$ cat src/rtl/bubsys_video_pkg.sv
// Shared video-path definitions: palette width, layer codes and the tile attribute layout.
package bubsys_video_pkg;

  localparam int PAL_W = 7;

  localparam logic [1:0] LYR_BACK = 2'd0;
  localparam logic [1:0] LYR_B    = 2'd1;
  localparam logic [1:0] LYR_A    = 2'd2;
  localparam logic [1:0] LYR_OBJ  = 2'd3;

  typedef struct packed {
    logic             prio;
    logic [PAL_W-1:0] pal;
  } attr_t;

endpackage

$ cat src/rtl/bubsys_attr_aligner.sv
// Delays a latched tile attribute by DLY pixel-clock enables so it lines up with
// the pixels that leave the tilemap shifter.
module bubsys_attr_aligner #(
  parameter int DLY = 0,
  parameter int W   = $bits(bubsys_video_pkg::attr_t)
) (
  input  logic         i_clk,
  input  logic         i_rst_n,
  input  logic         i_cen,
  input  logic         i_ld,
  input  logic [W-1:0] i_attr,
  output logic [W-1:0] o_cur
);

  logic [W-1:0] pend_q, pend_d;
  logic [W-1:0] cur_q, cur_d;
  logic [3:0]   cnt_q, cnt_d;
  logic         act_q, act_d;

  // A fresh load always wins over an in-flight transfer, so the older attribute is dropped.
  always_comb begin
    pend_d = pend_q;
    cur_d  = cur_q;
    cnt_d  = cnt_q;
    act_d  = act_q;
    if (i_ld) begin
      pend_d = i_attr;
      if (DLY == 0) begin
        cur_d = i_attr;
      end else begin
        cnt_d = 4'(DLY);
        act_d = 1'b1;
      end
    end else if (act_q) begin
      cnt_d = cnt_q - 4'd1;
      if (cnt_q == 4'd1) begin
        cur_d = pend_q;
        act_d = 1'b0;
      end
    end
  end

  always_ff @(posedge i_clk or negedge i_rst_n) begin
    if (!i_rst_n) begin
      pend_q <= '0;
      cur_q  <= '0;
      cnt_q  <= '0;
      act_q  <= 1'b0;
    end else if (i_cen) begin
      pend_q <= pend_d;
      cur_q  <= cur_d;
      cnt_q  <= cnt_d;
      act_q  <= act_d;
    end
  end

  assign o_cur = cur_q;

endmodule

$ cat src/rtl/bubsys_layer_mixer.sv
// Resolves tilemap A, tilemap B and sprite priority per pixel and registers the
// resulting colour-RAM address for the palette stage.
module bubsys_layer_mixer #(
  parameter int A_ATTR_DLY = 4,
  parameter int B_ATTR_DLY = 0,
  parameter int PAL_W      = bubsys_video_pkg::PAL_W
) (
  input  logic               i_EMU_MCLK,
  input  logic               i_EMU_RST_n,
  input  logic               i_EMU_CLK6MPCEN_n,
  input  logic [3:0]         i_A_PIXEL,
  input  logic               i_A_TRN_n,
  input  logic [3:0]         i_B_PIXEL,
  input  logic               i_B_TRN_n,
  input  logic [3:0]         i_OBJ_PIXEL,
  input  logic [PAL_W-1:0]   i_OBJ_PAL,
  input  logic               i_A_ATTR_LD,
  input  logic [PAL_W:0]     i_A_ATTR,
  input  logic               i_B_ATTR_LD,
  input  logic [PAL_W:0]     i_B_ATTR,
  input  logic               i_BLANK_n,
  output logic [PAL_W+3:0]   o_CRAM_ADDR,
  output logic [1:0]         o_LAYER
);

  import bubsys_video_pkg::*;

  logic             cen;
  logic [PAL_W:0]   a_cur, b_cur;
  logic             a_prio, b_prio;
  logic             aop, bop, objop;
  logic [PAL_W+3:0] addr_q, addr_d;
  logic [1:0]       layer_q, layer_d;

  assign cen = ~i_EMU_CLK6MPCEN_n;

  bubsys_attr_aligner #(.DLY(A_ATTR_DLY), .W(PAL_W+1)) u_a_align (
    .i_clk   (i_EMU_MCLK),
    .i_rst_n (i_EMU_RST_n),
    .i_cen   (cen),
    .i_ld    (i_A_ATTR_LD),
    .i_attr  (i_A_ATTR),
    .o_cur   (a_cur)
  );

  bubsys_attr_aligner #(.DLY(B_ATTR_DLY), .W(PAL_W+1)) u_b_align (
    .i_clk   (i_EMU_MCLK),
    .i_rst_n (i_EMU_RST_n),
    .i_cen   (cen),
    .i_ld    (i_B_ATTR_LD),
    .i_attr  (i_B_ATTR),
    .o_cur   (b_cur)
  );

  assign a_prio = a_cur[PAL_W];
  assign b_prio = b_cur[PAL_W];
  assign aop    = i_A_TRN_n;
  assign bop    = i_B_TRN_n;
  assign objop  = (i_OBJ_PIXEL != 4'd0);

  // A prioritised B may sit above sprites but never above an opaque A pixel.
  always_comb begin
    addr_d  = '0;
    layer_d = LYR_BACK;
    if (!i_BLANK_n) begin
      addr_d  = '0;
      layer_d = LYR_BACK;
    end else if (aop && a_prio) begin
      addr_d  = {a_cur[PAL_W-1:0], i_A_PIXEL};
      layer_d = LYR_A;
    end else if (bop && b_prio && !aop) begin
      addr_d  = {b_cur[PAL_W-1:0], i_B_PIXEL};
      layer_d = LYR_B;
    end else if (objop) begin
      addr_d  = {i_OBJ_PAL, i_OBJ_PIXEL};
      layer_d = LYR_OBJ;
    end else if (aop) begin
      addr_d  = {a_cur[PAL_W-1:0], i_A_PIXEL};
      layer_d = LYR_A;
    end else if (bop) begin
      addr_d  = {b_cur[PAL_W-1:0], i_B_PIXEL};
      layer_d = LYR_B;
    end
  end

  always_ff @(posedge i_EMU_MCLK or negedge i_EMU_RST_n) begin
    if (!i_EMU_RST_n) begin
      addr_q  <= '0;
      layer_q <= LYR_BACK;
    end else if (cen) begin
      addr_q  <= addr_d;
      layer_q <= layer_d;
    end
  end

  assign o_CRAM_ADDR = addr_q;
  assign o_LAYER     = layer_q;

endmodule

$ cat config.mk
export PLATFORM = sky130hd
export DESIGN_NAME = bubsys_layer_mixer
export DESIGN_NICKNAME = d
export VERILOG_FILES = /design/src/rtl/bubsys_video_pkg.sv /design/src/rtl/bubsys_attr_aligner.sv /design/src/rtl/bubsys_layer_mixer.sv
export SDC_FILE = /design/constraint.sdc
export NUM_CORES = 1
export LEC_CHECK = 0
export BUFFER_PORTS_ARGS = -buffer_cell sky130_fd_sc_hd__buf_2
export CORE_UTILIZATION = 59
export CTS_CLUSTER_SIZE = 25
export DETAILED_ROUTE_END_ITERATION = 10
export PLACE_DENSITY = 0.89
export SYNTH_ARGS = -nofsm -noshare
export SYNTH_HDL_FRONTEND = slang
export SYNTH_SLANG_ARGS = --single-unit
$ cat constraint.sdc
create_clock -name i_EMU_MCLK -period 3.9 [get_ports i_EMU_MCLK]
set_clock_uncertainty 0.1 [all_clocks]
set_input_delay 0.195 -clock i_EMU_MCLK [delete_from_list [all_inputs] [get_ports i_EMU_MCLK]]
set_output_delay 0.195 -clock i_EMU_MCLK [all_outputs]
set_load 0.005 [all_outputs]
# Yosys cells after proc, flatten, opt, wreduce, memory -nomap -nowiden
# Cells that the tools add are included.
[op_classes]
mux = 22
add_sub_neg = 2
eq_ne = 2
reduce_logical = 15
n_bitwise = 3
[op_table]
columns = ["cell", "n"]
rows = [
  ["11-bit 2-to-1 mux", 6],
  ["8-bit 2-to-1 mux", 3],
  ["2-bit 2-to-1 mux", 5],
  ["4-bit by 1-bit == test with 1-bit output (second input constant)", 2],
  ["4-bit 2-to-1 mux", 2],
  ["2-bit AND reduction", 4],
  ["4-bit by 1-bit subtractor with 4-bit output (second input constant)", 2],
  ["1-bit 2-to-1 mux", 6],
  ["3-bit AND reduction", 2],
  ["2-bit nonzero test", 3],
  ["4-bit AND reduction", 1],
  ["4-bit nonzero test", 1],
  ["1-bit logical AND", 3],
  ["1-bit NOT", 3],
  ["1-bit zero test", 1],
]
[word_totals]
reg_bits = 55
output_inout_bits = 13
word_cells = 54
in_bits = 43

# Longest topological paths before layout
# Gate-level depths: netlist of run 1.
[depth]
word_depth = 6
depth_mapped = 7
ltp_nobuf = 6

# Modules after synthesis
# A second synthesis of run 1 with hierarchy kept.
[hier_totals]
cells_unflattened = 256
hier_area_um2 = 2976.6
[modules_own_cells]
columns = ["module", "cells_each", "n_inst", "seq_area_each_um2", "area_each_um2"]
rows = [
  ["bubsys_attr_aligner (u_b_align)", 86, 1, 525.5, 1082.3],
  ["bubsys_layer_mixer", 105, 1, 325.3, 973.4],
  ["bubsys_attr_aligner (u_a_align)", 65, 1, 525.5, 920.9],
]

# Least setup slack after synthesis of run 1
# Ideal clock, no wire load.
[synth_timing]
kind = "register to register"
start = "register u_b_align.cnt_q[0]"
end = "register u_b_align.cur_q[5] (netlist: u_b_align.o_cur[5])"
period_less_slack_ns = 1.616
setup_time_ns = 0.136
n_path_buf = 1
stages_incl_launch_ff = 6
t_required_ns = 3.664
setup_slack_ns = 2.284
arrival_ns = 1.380
path_cell_list = "dfrtp_1 -> ha_1 -> nor4bb_1 -> o21bai_1 -> clkbuf_1 -> o21ai_0"
[synth_between]
elab_chain_cells = 3
[synth_lines]
columns = ["item", "line_no", "text"]
rows = [
  ["from (decl)", "bubsys_attr_aligner.sv:17", "logic [3:0] cnt_q, cnt_d;"],
  ["from (signal assigned)", "bubsys_attr_aligner.sv:52", "cnt_q <= cnt_d;"],
  ["4-bit by 1-bit == test with 1-bit output", "bubsys_attr_aligner.sv:36", "if (cnt_q == 4'd1) begin"],
  ["2-bit nonzero test (no source line)", "n/a", ""],
  ["3-bit AND reduction (no source line)", "n/a", ""],
  ["to (signal assigned)", "bubsys_attr_aligner.sv:51", "cur_q <= cur_d;"],
  ["to (decl)", "bubsys_attr_aligner.sv:16", "logic [W-1:0] cur_q, cur_d;"],
]
# Every way passes these cells.
# A chain may end at the register's enable or synchronous reset.

# Final worst setup path of run 1
[layout_timing]
start = "register u_b_align.cnt_q[0]"
end = "register u_b_align.cur_q[4] (netlist: u_b_align.o_cur[4])"
# Same word-level chain as after synthesis.

==> results.md, run 1 <==
* Synth-to-Final Area Change at 13.7%
* Fin crit share at 49.1%
* Kind of critical path: reg2reg
* Status: complete, no violations
* Fillers at 341
* Hold WC Path Type: in2reg
* Syn Inst Count at 251
* Root Driver: clkbuf_8
* Reg2Reg Depth at 4
* Iteration-0 DRC Markers at 154
* Final core utilization at 70.5%
* Buffers on Ports at 55
* Post-synthesis register bit count at 55
* PnR worst setup slack at 1.98 ns
* Num ports at 56
* Area of the multi-input gates at 1270 µm²
* DIE AREA at 4920 µm²
* Critical path cell sequence: ha_1, nor4bb_1, o21bai_1, o21ai_0
* Antenna diode count at 0
* Vias in the first global route at 2129
* Setup crit start: u_b_align.cnt_q[0]$_DFFE_PN0P_
* Setup Viol. Count Final at 0
* CTS tree: done
* Post-DRT Antenna Nets at 0
* WP data required at 3.96 ns
* Slowest CP cell: o21bai_1
* Vias per cell at 5.97
* Arr. time, crit path at 1.98 ns
* Placed insts at 343
* Slew at the pin closest to its max-slew limit at 0.856 ns
* Max-Cap Viols at 0
* CTS Buf Count at 5
* Max Fclk at 522 MHz
* Cell count along the critical path at 4
* Largest net degree at the start of global routing at 56
* Register area share after synthesis at 50.3%
* Pre-antenna DRT Iters at 4
* Worst slew margin relative to its limit at 42.8%
* Worst Setup Start Kind: flop
* Die width at 70.1 µm
* Register area at 1380 µm²
* Peak VDD IR at 0.000295 V
* GPL Wtd Cong at 0.858
* DRC Markers at 0
* Internal Power at 1020 µW
* # resized after CTS at 0
* P_sw at 477 µW
* Avg Cell Area, Syn at 10.9 µm²
* Crit path buf inv count at 0
* Comb pwr share at 24.1%
* CTS clk-pin slew, worst paths at 0.10 ns
* Final Max Slew Viols at 0
* Dpl ws at 1.96 ns
* Die Ht at 70.1 µm
* Routed wire length at 5650 µm
* Post-CTS setup buffer count at 0
* Fraction of registers with async set or reset after synthesis at 100%
* Global route overflow at 0
* Synth warn at 0
* Starting density of the core at 62.0%
* FP Rows at 24
* H-tree Lvls at 2
* Post-synth EDFFs at 0
* Max FO, Critical Path at 16
* CTS Hold Bufs at 1
* Seq pwr share at 55.8%
* R2R Path End: u_b_align.o_cur[4]$_DFFE_PN0P_
* Critical Path End Type: flop
* R2R Path Start: u_b_align.cnt_q[0]$_DFFE_PN0P_
* Syn nets at 298
* Top_reg_cell synth: dfrtp_1
* Clk network pwr share at 20.0%
* Mapped Area at 2740 µm²
* Overall Global Routing Usage at 25.2%
* Critical Path End: u_b_align.o_cur[4]$_DFFE_PN0P_
* Final Hold Viols at 0
* Layout cells sized above 1 at 33.3%
* Unique masters post-synth at 42
* Fin nets at 346
* Leak at 0.00149 µW
* Layout Cells excl Fill at 352
* Vias at 2101
* Initial antenna violation count at 0
* Power per cell area at 480 nW/µm²
* Tmin final at 1.92 ns
* Global-route wire length before repair at 9780 µm
* Clock Path Buffers at 2
* Setup total negative slack at 0 ns
* Core area at 4410 µm²
* R2R Setup Slk at 1.98 ns
* Total clock sinks at 55
* Clk Latency, worst-skew pair at 0.31 ns
* DP Wirelength at 4060 µm
* Net Sw Frac at 31.9%
* Avg WL per Cell at 16.1 µm
* Most frequent cells in the layout: buf_2, dfrtp_1, nand2_1
* RSZ-0062 raised after global routing: no
* Delay-heaviest family, CP: compound AO/OA/AOI/OAI gates
* CP peak stage delay at 0.68 ns
flip-flops by register name, indices dropped and copies added, names as in the netlist:
signal / cells
o_CRAM_ADDR: 11
u_a_align.o_cur: 8
u_a_align.pend_q: 8
u_b_align.o_cur: 8
u_b_align.pend_q: 8
u_a_align.cnt_q: 4
u_b_align.cnt_q: 4
o_LAYER: 2
u_a_align.act_q: 1
u_b_align.act_q: 1
area by class of cell:
type | count | share of cell area, %
sequential | 55 | 44.2
multi-input combinational | 173 | 40.7
timing repair buffer | 58 | 9.65
clock buffer | 7 | 2.45
tap | 52 | 2.09
inverter | 6 | 0.723
clock inverter | 1 | 0.161
synthesized netlist by cell type (all sizes together), types with 2 or more instances:
cell type   n  area, µm²
nand2      38        143
o21ai      24        120
clkbuf     10       37.5
mux2i       8       80.1
nor2b       4       25.0
a211oi      4       30.0
nand2b      2       20.0
o211ai      9       92.6
inv         6       22.5
a22o        5       43.8
dfrtp      55       1380
ha          4       50.1
o221ai      4       35.0
a21oi       8       40.0
a221o       5       50.1
mux2       24        270
nor2        7       26.3
xnor2       2       17.5
nor4        2       12.5
buf         7       41.3
a22oi       6       70.1
stage by stage:
stage	hold WS [ns]	power, µW	area, µm²
2_1_floorplan	-0.201	1070	2740
3_3_place_gp	0.258	1180	3020
3_5_place_dp	0.259	1200	3020
4_1_cts	0.0153	1500	3110
5_1_grt	0.00449	1590	3110
6_report	0.0202	1500	3110
power by group through the flow:
stage,Combinational (µW),Sequential [µW],Clock [µW]
final,361,835,300
after detailed placement,359,844,0
after global routing,407,853,329
after floorplan,261,807,0
after global placement,340,837,0
after CTS,363,834,306
how the worst min path moves through the flow:
stage	start	to	slack [ns]	depth (start not counted)
2_1_floorplan	i_EMU_RST_n	o_CRAM_ADDR[0]$_DFFE_PN0N_	-0.20	0
5_1_grt	i_A_ATTR[3]	u_a_align.pend_q[3]$_DFFE_PN0P_	0.004	2
3_5_place_dp	i_EMU_RST_n	u_b_align.pend_q[2]$_DFFE_PN0P_	0.26	2
6_report	i_A_ATTR[0]	u_a_align.pend_q[0]$_DFFE_PN0P_	0.02	2
4_1_cts	i_A_ATTR[0]	u_a_align.pend_q[0]$_DFFE_PN0P_	0.02	2
3_3_place_gp	i_EMU_RST_n	u_b_align.pend_q[2]$_DFFE_PN0P_	0.26	2
kinds of logic (layout without fill, tap and decap cells):
group | count (synthesis) | count (layout) | share of synthesized area (%)
AO/OA/AOI/OAI | 73 | 73 | 20.1
AND/OR/NAND/NOR | 61 | 61 | 10.4
flip-flops | 55 | 55 | 50.3
multiplexers | 32 | 32 | 12.8
buffers and inverters | 23 | 72 | 3.70
adder cells (fa/ha/maj) | 4 | 4 | 1.83
XOR/XNOR | 3 | 3 | 0.960
metal layers:
metal | share of wire [%] | vias up | track usage [%]
met3 | 5.5 | 16 | 6.35
li1 | - | 1012 | -
met1 | 45 | 1014 | 33.5
met5 | 0 | - | 0
met4 | 2.5 | 0 | 9.78
met2 | 47 | 59 | 40.0
Note: power is estimated with default switching activity, not from simulation.
==> run 2: changes to the inputs <==
--- a/config.mk
+++ b/config.mk
@@ -5,11 +5,12 @@
 export SDC_FILE = /design/constraint.sdc
 export NUM_CORES = 1
 export LEC_CHECK = 0
+export ABC_AREA = 1
 export BUFFER_PORTS_ARGS = -buffer_cell sky130_fd_sc_hd__buf_2
-export CORE_UTILIZATION = 59
+export CORE_UTILIZATION = 50
 export CTS_CLUSTER_SIZE = 25
 export DETAILED_ROUTE_END_ITERATION = 10
-export PLACE_DENSITY = 0.89
+export PLACE_DENSITY = 0.8
 export SYNTH_ARGS = -nofsm -noshare
 export SYNTH_HDL_FRONTEND = slang
 export SYNTH_SLANG_ARGS = --single-unit
==> constraint.sdc (replaced) <==
create_clock -name i_EMU_MCLK -period 1.6 [get_ports i_EMU_MCLK]
set_clock_uncertainty 0.1 [all_clocks]
set_input_delay 0.08 -clock i_EMU_MCLK [delete_from_list [all_inputs] [get_ports i_EMU_MCLK]]
set_output_delay 0.08 -clock i_EMU_MCLK [all_outputs]
set_load 0.005 [all_outputs]
==> results.md, run 2 <==
* Largest net degree at the start of global routing at 56 (unchanged)
* Synth Area in Compound Gates at 11.7% (-8.4 points)
* Unique masters post-synth at 26 (-38%)
* Leak at 0.00199 µW (+34%)
* Mapped Area at 2890 µm² (+5.6%)
* Layout cells sized above 1 at 22.9% (-10 points)
* Fin nets at 509 (+47%)
* Slowest CP cell: dfrtp_1
* Commonest non-fill, non-tap cell in the layout: nand2_1
* Synth warn at 0 (unchanged)
* Worst Setup Start Kind: flop
* CTS tree: done
* Vias in the first global route at 2577 (+21%)
* Clock Path Buffers at 2 (unchanged)
* Net Sw Frac at 31.2% (-0.67 points)
* Internal Power at 2500 µW (+150%)
* Top_reg_cell synth: dfrtp_1
* Setup Viol. Count Final at 0 (unchanged)
* Peak VDD IR at 0.000542 V (+84%)
* Reg2Reg Depth at 9 (+5)
* Simple-gate share of the synthesized area at 26.1% (+16 points)
* Clk network pwr share at 26.0% (+6.0 points)
* Dominant cell type by area after synthesis: dfrtp_1
* Worst slew margin relative to its limit at 69.3% (+26 points)
* Cell count along the critical path at 9 (+5)
* Most frequent cells in the layout: nand2_1, buf_2, dfrtp_1
* Adder-cell share of the synthesized area at 1.73% (-0.097 points)
* P_sw at 1140 µW (+140%)
* Status: complete, no violations
* Die Ht at 78.1 µm (+11%)
* Synth-to-Final Area Change at 26.6%
* Seq pwr share at 48.8% (-7.0 points)
* Arr. time, crit path at 1.65 ns (-0.33 ns)
* Post-synthesis register bit count at 55 (unchanged)
* Clk Latency, worst-skew pair at 0.32 ns (about the same)
* Max reg flops at 11 (unchanged)
* Max-Cap Viols at 0 (unchanged)
* CTS clk-pin slew, worst paths at 0.10 ns (about the same)
* Total clock sinks at 55 (unchanged)
* Hold path depth at 5 (+3)
* H-tree Lvls at 2 (unchanged)
* Dpl ws at -0.00257 ns (-1.96 ns)
* Global route overflow at 0 (unchanged)
* Post-synth EDFFs at 0 (unchanged)
* Vias at 2635 (+25%)
* DP Wirelength at 4490 µm (+11%)
* Iteration-0 DRC Markers at 197 (+28%)
* Fraction of registers with async set or reset after synthesis at 100% (unchanged)
* Tmin final at 1.53 ns (-0.384 ns)
* Slew at the pin closest to its max-slew limit at 0.460 ns (-0.396 ns)
* CP peak stage delay at 0.40 ns (-0.28 ns)
* Total power at 3630 µW (+140%)
* Vias per cell at 4.93 (-17%)
* Avg Cell Area, Syn at 7.69 µm² (-29%)
* R2R Setup Slk at 0.07 ns (-1.92 ns)
* Die width at 78.1 µm (+11%)
* Hold WC Path Type: in2reg
* Routed wire length at 6640 µm (+18%)
* Crit path buf inv count at 3 (+3)
* Num ports at 56 (unchanged)
* Largest family of logic cells by synthesized area: simple AND/OR/NAND/NOR gates
* Core area at 5540 µm² (+26%)
* Delay-heaviest family, CP: simple AND/OR/NAND/NOR gates
* FP Rows at 27 (+13%)
* Most common cell in the netlist: nand2_1
* DRC Markers at 0 (unchanged)
* Root Driver: clkbuf_8
* Final Max Slew Viols at 0 (unchanged)
* Post-DRT Antenna Nets at 0 (unchanged)
* Register area share after synthesis at 47.6% (-2.7 points)
* Most frequent cells after synthesis: nand2_1, dfrtp_1, inv_1, o21ai_0, nand3_1
* Syn Inst Count at 376 (+50%)
* Avg WL per Cell at 12.4 µm (-23%)
* Critical Path End Type: flop
* Comb pwr share at 25.2% (+1.1 points)
* Max Fclk at 653 MHz (+25%)
* PnR worst setup slack at 0.0679 ns (-1.92 ns)
* Critical path cell sequence: inv_1, ha_1, nand2_1, nor2_2, nand3_2, buf_4, buf_4, nand3_1, nand2_1
* Initial antenna violation count at 0 (unchanged)
* Max FO, Critical Path at 4 (-12)
* Kind of critical path: reg2reg
* Starting density of the core at 52.2% (-9.8 points)
* WP data required at 1.71 ns (-2.25 ns)
* Final Hold Viols at 0 (unchanged)
* Syn nets at 423 (+42%)
* Global-route wire length before repair at 11300 µm (+16%)
* Pre-antenna DRT Iters at 5 (+1)
* Fin crit share at 95.8% (+47 points)
* Power per cell area at 992 nW/µm² (+110%)
* GPL Wtd Cong at 0.875 (+2.1%)
* Mux contribution to synthesized area at 3.11% (-9.7 points)
* Top post-synthesis cells by area: dfrtp_1, nand2_1, inv_1, o21ai_0, nand3_1
* DIE AREA at 6090 µm² (+24%)
* Antenna diode count at 0 (unchanged)
* Buffers on Ports at 55 (unchanged)
* Synthesized-area fraction occupied by xor and xnor cells at 1.21% (+0.25 points)
* CTS Buf Count at 5 (unchanged)
* Overall Global Routing Usage at 24.0% (-1.2 points)
* Share of the synthesized area in the top cell type at 47.6% (-2.7 points)
[run 2: routing by layer]
metal | GRT usage [%] | routed length [µm]
met4 | 7.78 | 117
met1 | 30.4 | 2860
met3 | 5.12 | 490
met2 | 40.9 | 3170
met5 | 0 | 0
[run 2: area by class of cell]
| cell class | count | area, µm² |
|---|---|---|
| Clock buffer | 5 | 68.8 |
| Clock inverter | 3 | 46.3 |
| Fill cell | 465 | 1880 |
| Inverter | 44 | 165 |
| Multi-Input combinational cell | 265 | 1290 |
| Sequential cell | 55 | 1380 |
| Tap cell | 72 | 90.1 |
| Timing Repair Buffer | 91 | 622 |
[run 2: worst min-delay path, stage by stage]
cell	delay, ns
buf_2	0.09
inv_1	0.06
a21oi_1	0.06
nand2_1	0.06
nand2_1	0.05
[run 2: power groups by stage]
stage                     clock network, µW  registers (µW)  logic [µW]
after floorplan                           0            1770         583
after global placement                    0            1790         835
after detailed placement                  0            1800         866
after CTS                               957            1770         913
after global routing                   1020            1800        1050
final                                   943            1770         917
[run 2: repair_timing]
action | CTS | global route
endpoints found under the setup margin | 3 | 14
hold buffers | 22 | 0
endpoints found under the hold margin | 77 | 0
buffers inserted | 0 | 4
resized for setup | 1 | 6
pin swaps | 0 | 2
gates cloned | 0 | 1
[run 2: worst paths after layout]
| kind | startpoint | end |
|---|---|---|
| setup / recovery | u_b_align.cnt_q[1]$_DFFE_PN0P_ | u_b_align.o_cur[4]$_DFFE_PN0P_ |
| hold reg to reg | o_CRAM_ADDR[2]$_DFFE_PN0N_ | o_CRAM_ADDR[2]$_DFFE_PN0N_ |
| setup reg to reg | u_b_align.cnt_q[1]$_DFFE_PN0P_ | u_b_align.o_cur[4]$_DFFE_PN0P_ |
| max in group asynchronous | i_EMU_RST_n | o_CRAM_ADDR[8]$_DFFE_PN0N_ |
| hold / removal | i_B_PIXEL[0] | o_CRAM_ADDR[0]$_DFFE_PN0N_ |
| min in group asynchronous | i_EMU_RST_n | u_a_align.o_cur[3]$_DFFE_PN0P_ |
[run 2: cell families after synthesis]
family                   after synthesis
AND/OR/NAND/NOR                      188
AO/OA/AOI/OAI                         60
buffers and inverters                 57
flip-flops                            55
multiplexers                           8
XOR/XNOR                               4
adder cells (fa/ha/maj)                4
[run 2: metrics by stage]
stage          setup TNS [ns]  instances  cell area, µm²  util (%)  hold slack, ns
6_report                    0        535            3660      66.1          0.0156
5_1_grt             -0.000329        535            3660      66.1          0.0195
4_1_cts                     0        530            3600      65.0         0.00628
3_5_place_dp         -0.00257        500            3260      58.9        -0.00414
3_3_place_gp                0        500            3260      58.9       -0.000681
2_1_floorplan               0        376            2890         -          -0.316
==> run 3: changes to the inputs <==
--- a/config.mk
+++ b/config.mk
@@ -11,6 +11,7 @@
 export CTS_CLUSTER_SIZE = 25
 export DETAILED_ROUTE_END_ITERATION = 10
 export PLACE_DENSITY = 0.8
+export SETUP_SLACK_MARGIN = 0.4
 export SYNTH_ARGS = -nofsm -noshare
 export SYNTH_HDL_FRONTEND = slang
 export SYNTH_SLANG_ARGS = --single-unit
==> constraint.sdc (replaced) <==
create_clock -name i_EMU_MCLK -period 1.35 [get_ports i_EMU_MCLK]
set_clock_uncertainty 0.1 [all_clocks]
set_input_delay 0.0675 -clock i_EMU_MCLK [delete_from_list [all_inputs] [get_ports i_EMU_MCLK]]
set_output_delay 0.0675 -clock i_EMU_MCLK [all_outputs]
set_load 0.005 [all_outputs]
==> results.md, run 3 (synthesis gave the netlist of run 2 again) <==
* CTS Buf Count at 5 (unchanged)
* Initial antenna violation count at 0 (unchanged)
* Setup Viol. Count Final at 9 (+9)
* Final core utilization at 77.1% (+11 points)
* Iteration-0 DRC Markers at 223 (+13%)
* Delay-heaviest family, CP: simple AND/OR/NAND/NOR gates
* Avg WL per Cell at 14.3 µm (+15%)
* Power per cell area at 1140 nW/µm² (+15%)
* Register area at 1380 µm² (about the same)
* Largest net degree at the start of global routing at 56 (unchanged)
* Area of the multi-input gates at 1660 µm² (+29%)
* Max Fclk at 711 MHz (+8.9%)
* H-tree Lvls at 2 (unchanged)
* Critical path cell sequence: inv_2, ha_4, nand3_4, or2_4, buf_12, nor2_4, a21oi_2
* Core area at 5540 µm² (unchanged)
* Slowest CP cell: dfrtp_1
* Failing checks: setup timing
* Hold WC Path Type: in2reg
* Routed wire length at 7970 µm (+20%)
* Global-route wire length before repair at 12100 µm (+6.8%)
* PnR worst setup slack at -0.0574 ns (-0.125 ns)
* Fin crit share at 104% (+8.5 points)
* Final Hold Viols at 0 (unchanged)
* P_sw at 1640 µW (+45%)
* Kind of critical path: reg2reg
* Peak VDD IR at 0.000586 V (+8.1%)
* Final Max Slew Viols at 0 (unchanged)
* Status: finished with violations
* Worst slew margin relative to its limit at 74.4% (+5.1 points)
* Post-DRT Antenna Nets at 0 (unchanged)
* CP peak stage delay at 0.39 ns (about the same)
* Vias per cell at 5.12 (+4.0%)
* DIE AREA at 6090 µm² (unchanged)
* HP Start: i_A_ATTR_LD
* Arr. time, crit path at 1.52 ns (-0.13 ns)
* Fillers at 382 (-18%)
* Starting density of the core at 52.2% (unchanged)
* CTS clk-pin slew, worst paths at 0.10 ns (about the same)
* Vias at 2859 (+8.5%)
* Die Ht at 78.1 µm (unchanged)
* Antenna diode count at 0 (unchanged)
* Setup crit start: u_a_align.cnt_q[1]$_DFFE_PN0P_
* Die width at 78.1 µm (unchanged)
* R2R Path Start: u_a_align.cnt_q[1]$_DFFE_PN0P_
* Most frequent cells in the layout: nand2_1, buf_2, dfrtp_1
* Layout cells sized above 1 at 41.6% (+19 points)
* Internal Power at 3240 µW (+30%)
* Slew at the pin closest to its max-slew limit at 0.384 ns (-0.0762 ns)
* Commonest non-fill, non-tap cell in the layout: nand2_1
* Worst Setup Start Kind: flop
* Seq pwr share at 44.0% (-4.8 points)
* Critical Path End Type: flop
* Global route overflow at 0 (unchanged)
* Max FO, Critical Path at 8 (+4)
* Tmin final at 1.41 ns (-0.125 ns)
* Overall Global Routing Usage at 25.3% (+1.4 points)
* Leak at 0.00220 µW (+10%)
* Clk Latency, worst-skew pair at 0.32 ns (about the same)
* WP data required at 1.46 ns (-0.25 ns)
* Clock Path Buffers at 2 (unchanged)
* Fin nets at 532 (+4.5%)
* DP Wirelength at 4670 µm (+4.1%)
* Total clock sinks at 55 (unchanged)
* Vias in the first global route at 2747 (+6.6%)
* Root Driver: clkbuf_8
* Buffers on Ports at 55 (unchanged)
* CTS tree: done
* Max reg flops at 11 (unchanged)
* Comb pwr share at 32.9% (+7.7 points)
* DRC Markers at 0 (unchanged)
* Net Sw Frac at 33.6% (+2.4 points)
* Synth-to-Final Area Change at 47.7%
* Num ports at 56 (unchanged)
* Max-Cap Viols at 0 (unchanged)
* Pre-antenna DRT Iters at 5 (unchanged)
* Total power at 4880 µW (+34%)
* FP Rows at 27 (unchanged)
* Clk network pwr share at 23.1% (-2.9 points)
* GPL Wtd Cong at 0.890 (+1.7%)
* Crit path buf inv count at 2 (-1)
* RSZ-0062 raised after global routing: yes
## run 3: cell count changes in the layout (fill, tap and decap cells not counted), sizes merged
| cell | change |
|---|---|
| buf | +21 |
| nand3 | +1 |
| dlygate4sd3 | +1 |
| dlymetal6s2s | -1 |
| inv | -2 |
| clkinvlp | -1 |
| clkinv | +3 |
| clkbuf | +1 |
## run 3: tightest hold or removal path: cells and delay by family
family	cells	cell delay (ns)
compound gates	1	0.05
simple gates	2	0.13
buf+inv	1	0.14
## run 3: area by class of cell
type	count	area share [%]
clock buffers	5	1.61
clock inverters	3	1.11
inverters	44	4.39
multi-input cells	266	38.9
flip-flops and latches	55	32.2
well taps	72	2.11
repair buffers	113	19.6
## run 3: repair_timing
action | in CTS | in global routing
pin swaps | 11 | 19
setup endpoints to repair | 52 | 52
gates cloned | 2 | 1
setup buffers | 7 | 7
resized for setup | 38 | 50
hold endpoints to repair | 76 | 0
hold buffers | 23 | 0
## run 3: layer usage
metal	GRT usage [%]	share of wire [%]
met4	9.81	2.0
met5	0	0
met1	31.6	41
met3	4.30	5.2
met2	43.9	52
## run 3: worst paths after layout
path,end,slack (ns),cells past startpoint
worst min-delay path,u_a_align.cnt_q[0]$_DFFE_PN0P_,0.01,4
worst max register to register,u_a_align.o_cur[1]$_DFFE_PN0P_,-0.06,7
max in group asynchronous,u_b_align.act_q$_DFFE_PN0N_,0.71,3
min in group asynchronous,u_a_align.pend_q[7]$_DFFE_PN0P_,0.16,3
worst min register to register,o_CRAM_ADDR[8]$_DFFE_PN0N_,0.39,2
worst max-delay path,u_a_align.o_cur[1]$_DFFE_PN0P_,-0.06,7
## run 3: metrics by stage
step | cells | cell area [µm²] | TNS [ns] | hold WS (ns) | worst slack [ns]
global placement | 510 | 3480 | -0.0992 | -0.0121 | -0.0175
finish | 558 | 4270 | -0.339 | 0.0116 | -0.0574
CTS | 550 | 4000 | -0.335 | 0.000897 | -0.0585
floorplan | 376 | 3050 | -0.219 | -0.328 | -0.0666
detailed placement | 510 | 3480 | -0.407 | -0.0142 | -0.0762
global route | 558 | 4270 | -1.31 | 0.0297 | -0.123
## run 3: power groups by stage
stage | sequential [µW] | combinational [µW] | clock (µW)
4_1_cts | 2120 | 1390 | 1150
3_3_place_gp | 2140 | 1170 | 0
2_1_floorplan | 2110 | 793 | 0
3_5_place_dp | 2150 | 1210 | 0
5_1_grt | 2170 | 1770 | 1200
6_report | 2150 | 1600 | 1130
